[src/rtl/note_player.sv]
// note_player -- plays one note at a time for a tone generator.
//
// A song controller presents note/duration with a level request (new_note).
// The player walks IDLE -> LOAD -> PLAY -> DONE -> IDLE. It latches the note
// in LOAD, counts beats down in PLAY, and pulses note_done in DONE. During
// PLAY it advances a 20-bit phase accumulator by the note's step size on
// each codec sample request. play=0 freezes all progress.
//
// Ports:
//   clk          in   system clock, all state on the rising edge
//   reset        in   asynchronous, active-high
//   play         in   1 = playing, 0 = pause (freeze)
//   new_note     in   request: note/duration valid
//   note[5:0]    in   note index, 0 = rest
//   duration[5:0]in   note length in beats
//   beat         in   one-cycle beat pulse
//   next_sample  in   one-cycle sample request
//   note_done    out  one-cycle pulse when the current note finishes
//   step_size    out  phase increment of the sounding note (0 when silent)
//   phase        out  phase accumulator
//   sample_valid out  one-cycle pulse after phase has been updated
//
// Build option: define NOTE_PLAYER_GAP_EN to silence the final beat of every
// note that lasts two or more beats (articulation gap). The phase holds
// during the gap because the increment is zero.
module note_player (
    input  logic        clk,
    input  logic        reset,
    input  logic        play,
    input  logic        new_note,
    input  logic [5:0]  note,
    input  logic [5:0]  duration,
    input  logic        beat,
    input  logic        next_sample,
    output logic        note_done,
    output logic [19:0] step_size,
    output logic [19:0] phase,
    output logic        sample_valid
);

    typedef enum logic [1:0] {IDLE, LOAD, PLAY, DONE} state_t;

    state_t      state_q, state_d;
    logic [5:0]  note_q, note_d;
    logic [5:0]  rem_q, rem_d;
    logic [19:0] phase_q, phase_d;
    logic [19:0] step_q, step_d;
    logic        sv_q, sv_d;
`ifdef NOTE_PLAYER_GAP_EN
    logic [5:0]  dur_q, dur_d;
`endif

    // Phase increment per 48 kHz sample: round(440*2^((n-49)/12)*2^20/48000).
    function automatic logic [19:0] step_lut(input logic [5:0] n);
        logic [19:0] s;
        case (n)
            6'd1:  s = 20'd601;   6'd2:  s = 20'd636;   6'd3:  s = 20'd674;   6'd4:  s = 20'd714;
            6'd5:  s = 20'd757;   6'd6:  s = 20'd802;   6'd7:  s = 20'd850;   6'd8:  s = 20'd900;
            6'd9:  s = 20'd954;   6'd10: s = 20'd1010;  6'd11: s = 20'd1070;  6'd12: s = 20'd1134;
            6'd13: s = 20'd1201;  6'd14: s = 20'd1273;  6'd15: s = 20'd1349;  6'd16: s = 20'd1429;
            6'd17: s = 20'd1514;  6'd18: s = 20'd1604;  6'd19: s = 20'd1699;  6'd20: s = 20'd1800;
            6'd21: s = 20'd1907;  6'd22: s = 20'd2021;  6'd23: s = 20'd2141;  6'd24: s = 20'd2268;
            6'd25: s = 20'd2403;  6'd26: s = 20'd2546;  6'd27: s = 20'd2697;  6'd28: s = 20'd2858;
            6'd29: s = 20'd3028;  6'd30: s = 20'd3208;  6'd31: s = 20'd3398;  6'd32: s = 20'd3600;
            6'd33: s = 20'd3815;  6'd34: s = 20'd4041;  6'd35: s = 20'd4282;  6'd36: s = 20'd4536;
            6'd37: s = 20'd4806;  6'd38: s = 20'd5092;  6'd39: s = 20'd5395;  6'd40: s = 20'd5715;
            6'd41: s = 20'd6055;  6'd42: s = 20'd6415;  6'd43: s = 20'd6797;  6'd44: s = 20'd7201;
            6'd45: s = 20'd7629;  6'd46: s = 20'd8083;  6'd47: s = 20'd8563;  6'd48: s = 20'd9072;
            6'd49: s = 20'd9612;  6'd50: s = 20'd10184; 6'd51: s = 20'd10789; 6'd52: s = 20'd11431;
            6'd53: s = 20'd12110; 6'd54: s = 20'd12830; 6'd55: s = 20'd13593; 6'd56: s = 20'd14402;
            6'd57: s = 20'd15258; 6'd58: s = 20'd16165; 6'd59: s = 20'd17127; 6'd60: s = 20'd18145;
            6'd61: s = 20'd19224; 6'd62: s = 20'd20367; 6'd63: s = 20'd21578;
            default: s = 20'd0;   // note 0 is a rest
        endcase
        return s;
    endfunction

    // In LOAD the step register is filled straight from the input note so the
    // table value is already present in the first PLAY cycle.
    logic [19:0] lut_val;
    assign lut_val = step_lut((state_q == LOAD) ? note : note_q);

    always_comb begin
        state_d = state_q;
        note_d  = note_q;
        rem_d   = rem_q;
        phase_d = phase_q;
        step_d  = step_q;
        sv_d    = 1'b0;
`ifdef NOTE_PLAYER_GAP_EN
        dur_d   = dur_q;
`endif
        case (state_q)
            IDLE: begin
                step_d = 20'd0;
                if (new_note && play) begin
                    state_d = LOAD;
                end
            end
            LOAD: begin
                note_d  = note;
                rem_d   = duration;
                phase_d = 20'd0;
`ifdef NOTE_PLAYER_GAP_EN
                dur_d   = duration;
`endif
                // A one-beat note never gaps, so no gap test is needed here.
                if (duration == 6'd0) begin
                    state_d = DONE;
                    step_d  = 20'd0;
                end else begin
                    state_d = PLAY;
                    step_d  = lut_val;
                end
            end
            PLAY: begin
                if (play) begin
                    // Sample and beat are independent; both may land together.
                    if (next_sample) begin
                        phase_d = phase_q + step_q;
                        sv_d    = 1'b1;
                    end
                    if (beat) begin
                        rem_d = rem_q - 6'd1;
                        if (rem_q == 6'd1) begin
                            state_d = DONE;
                        end
                    end
                end
                if (state_d == DONE) begin
                    step_d = 20'd0;
                end else begin
`ifdef NOTE_PLAYER_GAP_EN
                    step_d = (rem_d == 6'd1 && dur_q >= 6'd2) ? 20'd0 : lut_val;
`else
                    step_d = lut_val;
`endif
                end
            end
            DONE: begin
                state_d = IDLE;
                step_d  = 20'd0;
            end
            default: begin
                state_d = IDLE;
                step_d  = 20'd0;
            end
        endcase
    end

    always_ff @(posedge clk or posedge reset) begin
        if (reset) begin
            state_q <= IDLE;
            note_q  <= 6'd0;
            rem_q   <= 6'd0;
            phase_q <= 20'd0;
            step_q  <= 20'd0;
            sv_q    <= 1'b0;
`ifdef NOTE_PLAYER_GAP_EN
            dur_q   <= 6'd0;
`endif
        end else begin
            state_q <= state_d;
            note_q  <= note_d;
            rem_q   <= rem_d;
            phase_q <= phase_d;
            step_q  <= step_d;
            sv_q    <= sv_d;
`ifdef NOTE_PLAYER_GAP_EN
            dur_q   <= dur_d;
`endif
        end
    end

    assign note_done    = (state_q == DONE);
    assign step_size    = step_q;
    assign phase        = phase_q;
    assign sample_valid = sv_q;

endmodule

[config.mk]
export PLATFORM = sky130hd
export DESIGN_NAME = note_player
export DESIGN_NICKNAME = d
export VERILOG_FILES = /design/src/rtl/note_player.sv
export SDC_FILE = /design/constraint.sdc
export NUM_CORES = 1
export LEC_CHECK = 0
export BUFFER_PORTS_ARGS = -buffer_cell sky130_fd_sc_hd__buf_2
export CAP_MARGIN = 10
export CORE_AREA = 2 2 88 90
export CTS_CLUSTER_DIAMETER = 50
export DETAILED_ROUTE_END_ITERATION = 16
export DIE_AREA = 0 0 90 92
export GPL_TIMING_DRIVEN = 0
export HOLD_SLACK_MARGIN = 0.08
export PLACE_DENSITY = 0.8
export SETUP_SLACK_MARGIN = 0.02
export SLEW_MARGIN = 5
export SYNTH_ARGS = -nofsm -noshare
export SYNTH_HDL_FRONTEND = slang
export SYNTH_SLANG_ARGS = --single-unit
export TNS_END_PERCENT = 5
[constraint.sdc]
create_clock -name clk -period 2.83 [get_ports clk]
set_clock_uncertainty 0.05 [all_clocks]
set_input_delay 0.849 -clock clk [delete_from_list [all_inputs] [get_ports clk]]
set_output_delay 0.849 -clock clk [all_outputs]
set_load 0.01 [all_outputs]
After elaboration in Yosys (flattened, before gate mapping)
Memories as Yosys holds them, arrays and structs flattened.
Cells that the tools add are included.
{ "word_totals": {"regBits": 55, "latchBits": 0, "ram_bits": 0, "rom_bits": 960, "out_inout_bits": 42, "wordCells": 45, "memories": 1} }
{ "classes": {"n_addsub": 2, "mul": 0, "div": 0, "n_lt_le_gt_ge": 0, "n_eq_ne": 9, "shifts": 0, "n_mux": 20, "n_bitwise": 0, "reduce_logical": 7} }
{ "mem_list": {"columns": ["name", "words", "word_bits", "rd", "rd_clocked_by_memory_dff", "write_ports", "line_no", "text"], "rows": [
  ["(no name shown)", 64, 15, 1, 0, 0, "56", "case (n)"]
]} }
{ "op_table": {"columns": ["operator", "n"], "rows": [
  ["$mux 20", 4],
  ["$pmux 20 s3", 1],
  ["$pmux 20 s2", 1],
  ["$add 20x20->20", 1],
  ["$mux 6", 3],
  ["$pmux 6 s2", 1],
  ["$mux 2", 5],
  ["$ne 2x2->1 const B", 4],
  ["$pmux 2 s4", 1],
  ["$eq 2x2->1 const B", 3],
  ["$eq 6x1->1 const B", 1],
  ["$logic_not 6->1", 1],
  ["$reduce_and 3->1", 2],
  ["$sub 6x1->6 const B", 1],
  ["$mux 1", 4],
  ["$eq 2x1->1 const B", 1],
  ["$logic_not 2->1", 1],
  ["$reduce_bool 2->1", 1],
  ["$reduce_or 2->1", 1],
  ["$logic_and 1x1->1", 1]
]} }

Depth between registers and ports, before layout
Gate-level depths: netlist of the first run.
{ "logic_depth": {"word_depth": 8, "mapped_depth": 13} }

Least setup slack after synthesis of the first run
OpenSTA, ideal clock, no wires.
{ "synth_path": {"path_type": "register -> register", "startpoint": "register state_q[1]", "endpoint": "register step_q[2], in the netlist step_size[2]", "arrival_ns": 2.454, "required_time_ns": 2.703, "slack_ns": 0.249, "stages_incl_launch_ff": 12, "synth_period_minus_slack_ns": 2.581, "cell_sequence": "dfrtp_1 > inv_1 > ha_1 > buf_6 > mux2_2 > ha_1 > buf_4 > clkbuf_1 > mux2i_1 > a221oi_1 > o21ai_0 > a21oi_1"} }
{ "synth_between": {"elab_chain_cells": 7, "word_cells_on_any_way": 15, "classes_between": "eq/ne (4); mux (8); reduce/logical (2); memory (1)"} }
{ "synth_lines": {"columns": ["element", "line_no", "text"], "rows": [
  ["start, declared", "43", "state_t state_q, state_d;"],
  ["start signal, assigned", "163", "state_q <= state_d;"],
  ["parallel branches: the longest is 6 deep, another holds $mem_v2 64x15", null, null],
  ["$pmux 20 s3 *", "93", "case (state_q)"],
  ["named net step_d[2]", "47", "logic [19:0] step_q, step_d;"],
  ["end signal, assigned", "167", "step_q <= step_d;"],
  ["end, declared", "47", null]
]} }
Mark *: on every way through the listed nets, which the timed path passes. The select of a mux whose other input is x is not followed.
A chain may end at the register's enable or synchronous reset.

Final worst setup path of the first run
{ "layout_path": {"startpoint": "register state_q[1]", "endpoint": "register step_q[7], in the netlist step_size[7]"} }
Same word-level chain as after synthesis.

==> metrics.md, run 1 <==
| Metric | Value |
|---|---|
| Top FF cell, synth | dfrtp_1 |
| Comb power frac | 0.766 |
| Overall die width | 90 um |
| Vias | 4414 |
| P_sw | 3.81 mW |
| P_leak | 2.28 nW |
| Filler cells | 647 |
| Synth area leaders | dfrtp_1 (30%), ha_1 (9.2%), a21oi_1 (5.4%) |
| Crit path kind | flip-flop to flip-flop |
| CTS tree | done |
| Hold buffers post-CTS | 0 |
| Fraction of layout cells with a size suffix above 1 | 0.232 |
| Drt pass-1 iters | 7 |
| Port Buf Inserts | 54 |
| Area of the die | 8280 um2 |
| Mean Syn Cell Area | 8.13 um2 |
| Total power | 6.95 mW |
| CTS buffer count | 5 |
| Gpl congestion | 0.979 |
| RSZ-0062 raised after global routing | true |
| Max-Cap Viols | 0 |
| Largest net degree at the start of global routing | 43 |
| Total gr overflow | 0 |
| ANT nets after route | 0 |
| Htree depth | 2 |
| Cell Rows | 32 |
| Area grow syn2layout | 16.6% |
| Outcome | complete, no violations |
| GRT Total Usage | 0.311 |
| Worst Tran Pin Value | 0.627 ns |
| CP max FO | 8 |
| Routed len/inst | 19.0 um |
| IO Pins | 60 |
| Die height | 92 um |
| Startpoint types | flip-flop |
| Clk buf depth | 2 |
| Post-synth top cells | dfrtp_1 (50), nor2_1 (49), a21oi_1 (46) |
| Core Region | 7450 um2 |
| Final hold vios | 0 |
| Sequential power share | 0.172 |
| Tcrit/Tclk final | 0.947 |
| Post-synth EDFFs | 0 |
| Final wirelength | 13200 um |
| Nets@finish | 644 |
| Worst VDD drop | 1200 uV |
| Vias in the first global route | 4182 |
| Initial Util | 0.568 |
| Via/cell ratio | 6.33 |
| Count leader, synth | dfrtp_1 |
| Clock power frac | 0.062 |
| Max frequency | 373 MHz |
| Post-Syn Area | 4230 um2 |
| Clk root buf | clkbuf_8 |
| Synth warnings | 0 |
| Drt drc | 0 |
| Int Pwr | 3.14 mW |
| Worst slew margin | 0.579 |
| Clk sinks | 50 |
| Initial antenna violation count | 0 |
| Async SR Flop Fraction | 1.00 |
| Clock slew at reported path FFs | 0.09 ns |
| Pwr dens | 1410 nW/um2 |
| Setup TNS | 0 ns |
| Critical Path RT | 2.97 ns |
| Sequential share of the synthesized area | 0.296 |
| First-pass GRT wire length | 21000 um |
| Synthesis-stage register bit count | 50 |
| Final setup viols | 0 |
| Post-detail-place hpwl | 9550 um |
| Gate Count Post-Synth | 520 |
| Synth top area share | 0.296 |
| Antenna cell count | 0 |
| Initial DRC Count | 457 |
| Leading area contributor after synthesis | dfrtp_1 |
| Sw Ratio | 0.548 |
| Clk Latency, worst-skew pair | 0.31 ns |
| CP Capture Type | flip-flop |
| Critical Path AT | 2.82 ns |
| Slew Viols, Final | 0 |
| Yosys cell types | 64 |
| Min cycle time layout | 2.68 ns |
| Hold Crit Class | primary input to async pin |
[layer usage]
metal / track usage / vias to the layer above / part of all wire
met5: 0 / - / 0
met4: 0.118 / 0 / 0.031
met3: 0.0419 / 51 / 0.086
met2: 0.526 / 257 / 0.47
met1: 0.408 / 2063 / 0.41
li1: - / 2043 / -
[worst max-delay path, stage by stage, from the launching register on]
cell and delay [ns]:
dfrtp_1 0.42, inv_2 0.08, ha_1 0.15, buf_6 0.15
mux2_4 0.37, ha_2 0.33, buf_4 0.16, mux2_2 0.22
mux2i_4 0.09, a21oi_2 0.18, a21oi_1 0.09, nor4_1 0.25
[kinds of logic after synthesis]
kind of cell,Yosys count,synth area share
XOR/XNOR,18,0.0373
AND/OR/NAND/NOR,168,0.181
other,1,0.000887
flip-flops,50,0.296
multiplexers,18,0.0536
AO/OA/AOI/OAI,175,0.264
buffers and inverters,58,0.0710
adder cells (fa/ha/maj),32,0.0965
[power groups by stage]
stage / clock, mW / combinational (mW) / sequential, mW
finish: 0.432 / 5.32 / 1.19
global placement: 0 / 4.65 / 1.18
global route: 0.463 / 5.72 / 1.22
detailed placement: 0 / 4.66 / 1.20
floorplan: 0 / 3.35 / 1.22
CTS: 0.438 / 4.78 / 1.19
[through the flow]
| step | util | hold WS (ns) | cell area (um2) | cells | worst slack, ns |
|---|---|---|---|---|---|
| global placement | 0.623 | 0.433 | 4640 | 680 | -0.426 |
| finish | 0.662 | 0.397 | 4930 | 697 | 0.151 |
| global route | 0.662 | 0.400 | 4930 | 697 | -0.0204 |
| detailed placement | 0.626 | 0.438 | 4660 | 681 | -0.409 |
| floorplan | - | 0.474 | 4240 | 524 | 0.249 |
| CTS | 0.643 | 0.400 | 4790 | 692 | 0.0193 |
[path summary, 6_finish.rpt]
check | from | end | slack (ns) | cells past startpoint
setup / recovery | state_q[1] | step_size[7] | 0.15 | 11
hold / removal | reset | state_q[0] | 0.40 | 2
setup reg to reg | state_q[1] | step_size[7] | 0.15 | 11
hold reg to reg | phase[17] | phase[17] | 0.45 | 1
max in group asynchronous | reset | phase[2] | 1.86 | 3
min in group clk | phase[17] | phase[17] | 0.45 | 1
[placed cells by master (no fill, tap or decap), types with 6 or more instances in the layout]
master | synthesis | layout
xnor2_1 | 9 | 9
buf_2 | 15 | 70
nand3_1 | 28 | 28
o22ai_1 | 6 | 6
nor2_1 | 49 | 49
inv_2 | 5 | 6
ha_1 | 31 | 29
o21ai_0 | 43 | 41
dfrtp_1 | 50 | 50
mux2i_1 | 11 | 8
xor2_1 | 9 | 9
clkbuf_8 | 0 | 6
a211oi_1 | 15 | 13
a21oi_1 | 46 | 44
nand2_1 | 45 | 45
a31oi_1 | 9 | 8
nor3_1 | 24 | 24
buf_4 | 11 | 18
inv_1 | 11 | 9
clkbuf_1 | 11 | 8
a22oi_1 | 6 | 6
[registers in the layout, indices dropped and copies added (netlist names)]
name and count:
step_size 15, state_q 2, sample_valid 1, phase 20, rem_q 6, note_q 6
[area by class of cell]
type / count / area [um2] / area share
plain buffers: 41 / 259 / 0.0526
well taps: 102 / 128 / 0.0259
inverters: 16 / 61.3 / 0.0124
repair buffers: 64 / 358 / 0.0726
clock buffers: 5 / 68.8 / 0.0140
multi-input cells: 416 / 2780 / 0.564
flip-flops and latches: 50 / 1250 / 0.254
clock inverters: 3 / 21.3 / 0.00432
[repair_timing]
action | CTS | global route
pin swaps | 1 | 4
setup buffers | 3 | 6
resized for setup | 4 | 28
endpoints found under the setup margin | 11 | 12
Power figures use the tool's default switching activity.
==> inputs of run 2 (changes only) <==
--- a/config.mk
+++ b/config.mk
@@ -5,15 +5,17 @@
 export SDC_FILE = /design/constraint.sdc
 export NUM_CORES = 1
 export LEC_CHECK = 0
+export ABC_AREA = 1
 export BUFFER_PORTS_ARGS = -buffer_cell sky130_fd_sc_hd__buf_2
 export CAP_MARGIN = 10
-export CORE_AREA = 2 2 88 90
+export CORE_AREA = 2 2 89 91
 export CTS_CLUSTER_DIAMETER = 50
 export DETAILED_ROUTE_END_ITERATION = 16
-export DIE_AREA = 0 0 90 92
+export DIE_AREA = 0 0 91 93
 export GPL_TIMING_DRIVEN = 0
 export HOLD_SLACK_MARGIN = 0.08
-export PLACE_DENSITY = 0.8
+export MAX_ROUTING_LAYER = met4
+export PLACE_DENSITY = 0.81
 export SETUP_SLACK_MARGIN = 0.02
 export SLEW_MARGIN = 5
 export SYNTH_ARGS = -nofsm -noshare
==> run 2 against run 1 <==
  * First-iteration DRC count is 37% lower
  * Utilization is 1.1 points lower
  * Final cell count is 19% higher
  * Synthesized cell count is 27% higher
  * Cell area is 0.58% lower
  * Non-clock buffer count is 28 lower
  * Power is 7.3% lower
  * Die area is 2.2% higher
  * Synthesized area is 2.8% higher
  * Largest power group unchanged
  * Critical endpoint is now step_size[8]
  * Register-to-register slack better by 0.08 ns
  * Routed wire length is 1.0% lower
==> metrics.md, run 2 <==
| Metric | Value |
|---|---|
| Slew Viols, Final | 0 |
| Filler cells | 730 |
| Port Buf Inserts | 54 |
| Post-synth EDFFs | 0 |
| Post-Synth XOR/XNOR Area | 0.00202 |
| Met3 WL post-DR | 991 um |
| Final setup viols | 0 |
| Final hold slack | 0.391 ns |
| Final wirelength | 13100 um |
| Synth warnings | 0 |
| Initial Util | 0.577 |
| Synth area leaders | dfrtp_1 (29%), nand2_1 (19%), ha_1 (8.9%) |
| CP max FO | 10 |
| Critical path buffer and inverter count | 5 |
| Initial DRC Count | 287 |
| Int Pwr | 2.72 mW |
| Final hold vios | 0 |
| Comb power frac | 0.751 |
| Die height | 93 um |
| Synth Area in Simple Gates | 0.355 |
| Post-Syn Area | 4350 um2 |
| Slowest stage delay, CP | 0.43 ns |
| Synth top area share | 0.288 |
| Area grow syn2layout | 12.7% |
| Via/cell ratio | 5.63 |
| Top FF cell, synth | dfrtp_1 |
| Drt drc | 0 |
| Clock power frac | 0.068 |
| Total power | 6.44 mW |
| Clk Latency, worst-skew pair | 0.30 ns |
| Sw Ratio | 0.577 |
| Max frequency | 384 MHz |
| Clk sinks | 50 |
| IO Pins | 60 |
| P_leak | 2.76 nW |
| Gpl congestion | 1.05 |
| Outcome | complete, no violations |
| First-pass GRT wire length | 21700 um |
| CP dominant cell by count | inv_2 |
| Vias | 4688 |
| Count leader, synth | nand2_1 |
| Leading area contributor after synthesis | dfrtp_1 |
| ANT nets after route | 0 |
| Worst VDD drop | 940 uV |
| Compound-gate portion of the synthesized area | 0.162 |
| Synthesis-stage register bit count | 50 |
| Fraction of layout cells with a size suffix above 1 | 0.158 |
| Htree depth | 2 |
| Sequential power share | 0.180 |
| CP Capture Type | flip-flop |
| Nets@finish | 779 |
| Top sig layer | met4 |
| Largest net degree at the start of global routing | 43 |
| Mean Syn Cell Area | 6.56 um2 |
| Worst Tran Pin Value | 0.524 ns |
| Hold Crit Class | primary input to async pin |
| Max FFs per register | 20 |
| Startpoint types | flip-flop |
| Antenna cell count | 0 |
| CTS tree | done |
| Crit-path slowest cell | dfrtp_1 |
| Initial antenna violation count | 0 |
| Total gr overflow | 0 |
| Fin util | 0.651 |
| RSZ-0062 raised after global routing | false |
| Clock slew at reported path FFs | 0.10 ns |
| Most frequent cells in the layout | nand2_1 (216), nor2_1 (72), inv_1 (63) |
| Clk root buf | clkbuf_8 |
| Cell Rows | 32 |
| CTS buffer count | 5 |
| Sequential share of the synthesized area | 0.288 |
| Mux cell area share after synthesis | 0 |
| Critical Path AT | 2.77 ns |
| Pwr dens | 1320 nW/um2 |
| Post-synth top cells | nand2_1 (217), nor2_1 (72), inv_1 (66) |
| Crit path kind | flip-flop to flip-flop |
| Vias in the first global route | 4514 |
| Met2 routed WL | 6210 um |
| Hold buffers post-CTS | 0 |
| Yosys cell types | 41 |
| CP delay by family, top | compound AO/OA/AOI/OAI gates |
| Largest family of logic cells by synthesized area | simple AND/OR/NAND/NOR gates |
| Tcrit/Tclk final | 0.920 |
| Max-Cap Viols | 0 |
| Post-detail-place hpwl | 10100 um |
| Routed len/inst | 15.7 um |
| Adder-Cell Fraction of Synth Area | 0.0939 |
| Drt pass-1 iters | 5 |
| Core Region | 7530 um2 |
| Worst slew margin | 0.647 |
| GRT Total Usage | 0.328 |
| Area of the die | 8460 um2 |
| Gate Count Post-Synth | 662 |
| Wl on met1 | 5330 um |
| Overall die width | 91 um |
| Commonest non-fill, non-tap cell in the layout | nand2_1 |
| Critical Path RT | 3.00 ns |
| Clk buf depth | 2 |
| Async SR Flop Fraction | 1.00 |
| P_sw | 3.72 mW |
| Worst-path cell chain | inv_1, ha_2, inv_2, buf_6, o21ai_4, inv_2, ha_2, inv_2, nor2_1, o21ai_0, a21o_1, a21oi_1 |
| Min cycle time layout | 2.60 ns |
-- run 2: cell types whose count changed after synthesis, moves of 14 or more --
cell / previous run / this run
a211oi_1: 15 / 1
inv_1: 11 / 66
nand2_1: 45 / 217
nand3_1: 28 / 57
nor2_1: 49 / 72
nor3_1: 24 / 6
-- run 2: worst paths after layout --
| path | startpoint | end | slack [ns] | cells past startpoint |
|---|---|---|---|---|
| setup / recovery | state_q[1] | step_size[8] | 0.23 | 12 |
| hold / removal | reset | note_q[2] | 0.39 | 2 |
| setup reg to reg | state_q[1] | step_size[8] | 0.23 | 12 |
| hold reg to reg | phase[13] | phase[13] | 0.49 | 2 |
| max in group asynchronous | reset | sample_valid | 1.85 | 3 |
| min in group clk | phase[13] | phase[13] | 0.49 | 2 |
-- run 2: through the flow --
stage / cells / setup WS [ns] / setup TNS (ns) / cell area (um2)
after floorplan: 666 / 0.361 / 0 / 4360
after global placement: 822 / -0.101 / -0.408 / 4760
after detailed placement: 823 / -0.0693 / -0.222 / 4780
after CTS: 832 / 0.113 / 0 / 4890
after global routing: 832 / 0.0489 / 0 / 4900
final: 832 / 0.228 / 0 / 4900
-- run 2: cell type report --
class,count,area (um2),share of cell area
clock buffers,5,68.8,0.0140
flip-flops and latches,50,1250,0.255
repair buffers,56,298,0.0608
well taps,102,128,0.0261
plain buffers,21,160,0.0327
inverters,70,265,0.0542
clock inverters,3,25.0,0.00511
multi-input cells,525,2700,0.552
-- run 2: kinds of logic (layout without fill, tap and decap cells) --
group / Yosys count / after routing
and+or+nand+nor: 371 / 371
DFF: 50 / 50
adders and majority gates: 32 / 32
buffers and inverters: 91 / 155
AOI/OAI and AO/OA: 116 / 116
xor gates and xnor gates: 1 / 1
other: 1 / 5
-- run 2: power by group through the flow --
stage	Combinational (mW)	Sequential, mW	Clock, mW
3_3_place_gp	4.59	1.16	0
2_1_floorplan	3.31	1.20	0
4_1_cts	4.68	1.16	0.452
5_1_grt	5.33	1.19	0.483
3_5_place_dp	4.63	1.17	0
6_report	4.84	1.16	0.441
-- run 2: what timing repair did --
action	CTS	global route
setup buffers	1	0
gates cloned	0	0
hold endpoints to repair	0	0
gates resized for setup	2	6
endpoints found under the setup margin	7	9
pin swaps	1	1
-- run 2: worst reg2reg max path, stage by stage, from the launching register on --
cell     delay, ns
dfrtp_1       0.43
inv_1         0.14
ha_2          0.23
inv_2         0.06
buf_6         0.15
o21ai_4       0.16
inv_2         0.09
ha_2          0.39
inv_2         0.08
nor2_1        0.22
o21ai_0       0.14
a21o_1        0.20
a21oi_1       0.18
-- run 2: metal layers --
| metal | up-vias | GRT usage |
|---|---|---|
| li1 | 2278 | - |
| met1 | 2135 | 0.395 |
| met2 | 228 | 0.544 |
| met3 | 47 | 0.0411 |
| met4 | 0 | 0.172 |
| met5 | - | - |
